==> config.mk <==
export PLATFORM = sky130hd
export DESIGN_NAME = bit_serial_adder
export DESIGN_NICKNAME = d
export VERILOG_FILES = /design/src/rtl/adder_pkg.sv /design/src/rtl/gate_full_adder.sv /design/src/rtl/gate_lib.sv /design/src/rtl/bit_serial_adder.sv
export SDC_FILE = /design/constraint.sdc
export NUM_CORES = 1
export LEC_CHECK = 0
export ABC_AREA = 1
export BUFFER_PORTS_ARGS = -buffer_cell sky130_fd_sc_hd__buf_4
export CAP_MARGIN = 20
export CORE_ASPECT_RATIO = 1.75
export CORE_MARGIN = 2
export CORE_UTILIZATION = 45
export CTS_BUF_LIST = sky130_fd_sc_hd__clkbuf_8
export CTS_CLUSTER_SIZE = 16
export DETAILED_ROUTE_END_ITERATION = 12
export MAX_ROUTING_LAYER = met4
export PLACE_DENSITY = 0.65
export SLEW_MARGIN = 20
export SYNTH_ARGS = -nofsm -noshare
export SYNTH_HDL_FRONTEND = slang
export SYNTH_SLANG_ARGS = --single-unit
==> constraint.sdc <==
create_clock -name clk -period 1.55 [get_ports clk]
set_input_delay 0.0775 -clock clk [delete_from_list [all_inputs] [get_ports clk]]
set_output_delay 0.0775 -clock clk [all_outputs]
set_load 0.05 [all_outputs]
==> src/rtl/adder_pkg.sv <==
// Shared definitions for the serial adder family: FSM encodings and default sizing.
package adder_pkg;

    typedef enum logic [1:0] {
        IDLE  = 2'd0,
        SHIFT = 2'd1,
        DONE  = 2'd2
    } adder_state_t;

    localparam int ADDER_WIDTH = 8;
    localparam int ADDER_CNT_W = 4;

endpackage

==> src/rtl/gate_full_adder.sv <==
// One-bit full adder built only from library gates: s = a^b^ci, co = a&b | ci&(a^b).
module gate_full_adder (
    output logic s,
    output logic co,
    input  logic a,
    input  logic b,
    input  logic ci
);
    logic ab_x;
    logic ab_a;
    logic c_p;

    my_xor u_x1 (.y(ab_x), .a(a),    .b(b));
    my_xor u_x2 (.y(s),    .a(ab_x), .b(ci));
    my_and u_a1 (.y(ab_a), .a(a),    .b(b));
    my_and u_a2 (.y(c_p),  .a(ci),   .b(ab_x));
    my_or  u_o1 (.y(co),   .a(ab_a), .b(c_p));
endmodule

==> src/rtl/gate_lib.sv <==
// NOR-based gate library: every gate below is composed purely of two-input NORs.
module my_nor (
    output logic y,
    input  logic a,
    input  logic b
);
    assign y = ~(a | b);
endmodule

module my_or (
    output logic y,
    input  logic a,
    input  logic b
);
    logic n;
    my_nor u_n0 (.y(n), .a(a), .b(b));
    my_nor u_n1 (.y(y), .a(n), .b(n));
endmodule

module my_and (
    output logic y,
    input  logic a,
    input  logic b
);
    logic na;
    logic nb;
    my_nor u_na (.y(na), .a(a), .b(a));
    my_nor u_nb (.y(nb), .a(b), .b(b));
    my_nor u_y  (.y(y),  .a(na), .b(nb));
endmodule

module my_xor (
    output logic y,
    input  logic a,
    input  logic b
);
    logic n1;
    logic n2;
    logic n3;
    logic xn;
    // Classic four-NOR XNOR, then one more NOR as an inverter.
    my_nor u_n1 (.y(n1), .a(a),  .b(b));
    my_nor u_n2 (.y(n2), .a(a),  .b(n1));
    my_nor u_n3 (.y(n3), .a(b),  .b(n1));
    my_nor u_xn (.y(xn), .a(n2), .b(n3));
    my_nor u_y  (.y(y),  .a(xn), .b(xn));
endmodule

==> src/rtl/bit_serial_adder.sv <==
// Bit-serial adder: one full adder reused LSB-first over WIDTH cycles, start/done handshake.
// Define ADDER_OVF_EN to add the registered signed-overflow output ovf.
module bit_serial_adder
    import adder_pkg::*;
#(
    parameter int WIDTH = ADDER_WIDTH,
    parameter int CNT_W = ADDER_CNT_W
) (
    input  logic             clk,
    input  logic             rst,
    input  logic             start,
    input  logic [WIDTH-1:0] a,
    input  logic [WIDTH-1:0] b,
    input  logic             cin,
    output logic             busy,
    output logic             done,
    output logic [WIDTH-1:0] sum,
    output logic             cout
`ifdef ADDER_OVF_EN
    ,
    output logic             ovf
`endif
);

    adder_state_t     state;
    adder_state_t     next_state;
    logic [WIDTH-1:0] a_sr;
    logic [WIDTH-1:0] b_sr;
    logic [WIDTH-1:0] sum_sr;
    logic             carry;
    logic [CNT_W-1:0] counter;
    logic             fa_s;
    logic             fa_co;
    logic             last_bit;

    assign last_bit = (counter == CNT_W'(WIDTH - 1));

    gate_full_adder u_fa (
        .s  (fa_s),
        .co (fa_co),
        .a  (a_sr[0]),
        .b  (b_sr[0]),
        .ci (carry)
    );

    always_ff @(posedge clk) begin
        if (rst) state <= IDLE;
        else     state <= next_state;
    end

    always_comb begin
        next_state = state;
        case (state)
            IDLE:    if (start) next_state = SHIFT;
            SHIFT:   if (last_bit) next_state = DONE;
            DONE:    next_state = IDLE;
            default: next_state = IDLE;
        endcase
    end

    always_comb begin
        busy = 1'b0;
        done = 1'b0;
        case (state)
            SHIFT:   busy = 1'b1;
            DONE: begin
                busy = 1'b1;
                done = 1'b1;
            end
            default: ;
        endcase
    end

    // sum_sr and carry double as the held result: nothing touches them between DONE and the next start.
    always_ff @(posedge clk) begin
        if (rst) begin
            a_sr    <= '0;
            b_sr    <= '0;
            sum_sr  <= '0;
            carry   <= 1'b0;
            counter <= '0;
        end else if (state == IDLE && start) begin
            a_sr    <= a;
            b_sr    <= b;
            sum_sr  <= '0;
            carry   <= cin;
            counter <= '0;
        end else if (state == SHIFT) begin
            a_sr    <= a_sr >> 1;
            b_sr    <= b_sr >> 1;
            sum_sr  <= {fa_s, sum_sr[WIDTH-1:1]};
            carry   <= fa_co;
            counter <= counter + CNT_W'(1);
        end
    end

    assign sum  = sum_sr;
    assign cout = carry;

`ifdef ADDER_OVF_EN
    logic ovf_q;

    // On the final bit, carry still holds the carry into the MSB.
    always_ff @(posedge clk) begin
        if (rst) begin
            ovf_q <= 1'b0;
        end else if (state == IDLE && start) begin
            ovf_q <= 1'b0;
        end else if (state == SHIFT && last_bit) begin
            ovf_q <= carry ^ fa_co;
        end
    end

    assign ovf = ovf_q;
`endif

endmodule
==> flow_summary.toml <==
[clocking]
insertion_delay_ns = 0.28
clock_tree.buffer_depth = 2
clk_sinks = 31
buffer_cell_driving_the_clock_tree_root = "sky130_fd_sc_hd__clkbuf_8"
cts_tree = "yes"
cts.reportedPaths.clkPinSlew_ns = 0.06
tritoncts.num_buffers = 5
ctsHtreeMaxLevel = 2

[synth]
synthesis.nets = 214
synth_area_sq_um = 1380
post_synth_num_cell_types = 18
syn_avg_cell_area_sq_um = 7.36
ys_ff_latch = 31
sequential_area_share_after_synthesis_pct = 45.1
synthCells = 187
synth.yosys.warnings = 0

[cells_and_area]
finish.utilization_pct = 60.5
post_route_cells_drive_above_1_share_pct = 22.5
postLayoutCellArea_sq_um = 1770
diodes = 0
finalNetCount = 248
syn_to_final_growth_pct = 28.6

[global_route]
first_global_vias = 1204
global_route.overflow_total = 0
grt_pass1_wl_um = 4790
grt_max_degree = 25
grt_antenna_before_repair = 0
global_route.usage.total_pct = 18.5

[pwr]
irDropWorstVdd_uv = 960
power.density_nw_per_um2 = 1860
leakagePower_nw = 0.773
finalPower_mw = 3.29

[placed_design]
post_dp_cell_area_sq_um = 1640
place.detailed.hpwl_um = 2190
place.port_buffers = 30
routability_congestion_estimate = 0.740

[worst_setup_path]
critical_path_rt_ns = 1.76
register_to_register_setup_slack_ns = 0.08
critPathCaptureType = "register"
worst-setup-path-type = "register to register"
cp-start-kind = "register"
timing.critical_path.fanout_max = 10
data_arrival_at_the_endpoint_of_the_critical_path_ns = 1.69

[drt]
route.detailed.wl_per_inst_um = 11.7
drc_errors = 0
num_vias = 1292
drt.antenna.violating_nets = 0
drt_first_pass_iters = 4
detail_route.wirelength_um = 2940
avgViaCountPerCell = 5.17
drt-initial-drc-count = 41

[sta]
timing_hold_violations_final = 0
setup_viol = 0
max_clock_freq_mhz = 679
fin_tns_setup_ns = 0
final_period_utilization_pct = 95.1
clock_period_minus_worst_slack_ns = 1.47
worst_pin_slew_ns = 0.350
slew_headroom_pct = 76.7
hold_slack_final_ns = 0.0656
maxSlewViolCount = 0
worst_case_clock_skew_ns = 0.00426

[floorplanning]
initial_utilization_pct = 47.0
ioPinCount = 31
dieArea_sq_um = 3530
die_w_um = 45.8
fp-row-count = 26
floorplan.core_area_sq_um = 2930
dieHeight_um = 77.2

[outcome]
result_of_the_run = "finished, final reports clean"

[run]
total_of_max_cap_violations = 0

[min_path]
hold_path_class = "input pin to register"
==> per-layer routing <==
metal / part of all wire (%) / GRT usage, % / routed length, um
met1: 40 / 18.9 / 1160
met2: 54 / 30.6 / 1590
met3: 4.2 / 3.76 / 122
met4: 2.1 / 10.9 / 61
met5: 0 / - / 0
==> critical path, cell delays in order (launching register included) <==
cell,delay [ns]
sky130_fd_sc_hd__dfxtp_1,0.37
sky130_fd_sc_hd__inv_1,0.13
sky130_fd_sc_hd__ha_1,0.28
sky130_fd_sc_hd__nand2_2,0.15
sky130_fd_sc_hd__nand2_2,0.16
sky130_fd_sc_hd__inv_2,0.11
sky130_fd_sc_hd__o21ai_0,0.09
sky130_fd_sc_hd__a21oi_1,0.12
==> synthesized netlist by cell type <==
library cell,count,area [sq um]
sky130_fd_sc_hd__inv_2,1,3.75
sky130_fd_sc_hd__fa_1,1,20.0
sky130_fd_sc_hd__a21oi_1,27,135
sky130_fd_sc_hd__a21oi_2,1,8.76
sky130_fd_sc_hd__ha_1,6,75.1
sky130_fd_sc_hd__nand2_2,2,12.5
sky130_fd_sc_hd__a31oi_1,3,18.8
sky130_fd_sc_hd__dfxtp_1,31,621
sky130_fd_sc_hd__buf_2,5,25.0
sky130_fd_sc_hd__nand2_1,69,259
sky130_fd_sc_hd__o21ai_0,1,5.00
sky130_fd_sc_hd__nand3_1,6,30.0
sky130_fd_sc_hd__nor2_1,5,18.8
sky130_fd_sc_hd__o21ai_1,16,80.1
sky130_fd_sc_hd__inv_1,9,33.8
sky130_fd_sc_hd__buf_6,1,11.3
sky130_fd_sc_hd__buf_4,2,15.0
sky130_fd_sc_hd__clkbuf_1,1,3.75
==> through the flow <==
step	std cells	setup slack [ns]
final	250	0.0767
after global routing	250	-0.00653
after CTS	250	0.0796
after detailed placement	242	0.0815
after global placement	242	0.194
after floorplan	187	0.176
==> power by group <==
group          total (mW)  internal [mW]  leakage (nW)  switching [mW]
sequential           1.12          0.992         0.254           0.130
clock               0.819          0.520        0.0612           0.299
combinational        1.35          0.507         0.458           0.844
total                3.29           2.02         0.773            1.27
==> layout make-up <==
class                           count  area (sq um)
Fill cell                         268          1160
Multi-Input combinational cell    137           676
Sequential cell                    31           622
Timing Repair Buffer               36           283
Clock buffer                        6          82.6
Inverter                           10          37.5
Clock inverter                      2          35.0
Tap cell                           28          35.0
==> repair_timing <==
action / 4_1_cts / 5_1_grt
buffers inserted: 0 / 0
endpoints found under the setup margin: 0 / 2
hold buffers: 0 / 0
endpoints found under the hold margin: 0 / 0
gates resized for setup: 0 / 3
==> cells by family after synthesis <==
| family | Yosys count | share of synthesized area, % |
|---|---|---|
| adder cells (fa/ha/maj) | 7 | 6.91 |
| AO/OA/AOI/OAI | 48 | 18.0 |
| flip-flops | 31 | 45.1 |
| AND/OR/NAND/NOR | 82 | 23.3 |
| buffers and inverters | 19 | 6.73 |
==> cells in the final DEF, fill, tap and decap left out <==
| master | Yosys | layout |
|---|---|---|
| sky130_fd_sc_hd__bufinv_16 | 0 | 1 |
| sky130_fd_sc_hd__nand2_1 | 69 | 69 |
| sky130_fd_sc_hd__inv_1 | 9 | 9 |
| sky130_fd_sc_hd__a21oi_1 | 27 | 27 |
| sky130_fd_sc_hd__nor2_1 | 5 | 5 |
| sky130_fd_sc_hd__o21ai_1 | 16 | 16 |
| sky130_fd_sc_hd__inv_2 | 1 | 1 |
| sky130_fd_sc_hd__fa_1 | 1 | 1 |
| sky130_fd_sc_hd__ha_4 | 0 | 1 |
| sky130_fd_sc_hd__a21oi_2 | 1 | 1 |
| sky130_fd_sc_hd__o21ai_0 | 1 | 1 |
| sky130_fd_sc_hd__ha_1 | 6 | 5 |
| sky130_fd_sc_hd__nand3_1 | 6 | 6 |
| sky130_fd_sc_hd__dfxtp_1 | 31 | 30 |
| sky130_fd_sc_hd__dfxtp_2 | 0 | 1 |
| sky130_fd_sc_hd__buf_12 | 0 | 1 |
| sky130_fd_sc_hd__buf_4 | 2 | 35 |
| sky130_fd_sc_hd__nand2_2 | 2 | 2 |
| sky130_fd_sc_hd__a31oi_1 | 3 | 3 |
| sky130_fd_sc_hd__clkinv_2 | 0 | 1 |
| sky130_fd_sc_hd__clkbuf_8 | 0 | 6 |
==> flip-flops by register name (all words and copies together), names as in the netlist <==
register  count
sum           8
counter       4
cout          1
a_sr          8
b_sr          8
state         2
==> final timing paths <==
kind | start | cells after the start | end
worst max register to register | state[1]$_SDFFE_PP0P_ | 7 | counter[0]$_SDFFE_PP0N_
worst max-delay path | state[1]$_SDFFE_PP0P_ | 7 | counter[0]$_SDFFE_PP0N_
worst min-delay path | b[2] | 3 | b_sr[2]$_SDFFE_PP0P_
worst min register to register | b_sr[1]$_SDFFE_PP0P_ | 2 | b_sr[1]$_SDFFE_PP0P_
Note: power is estimated with default switching activity, not from simulation.
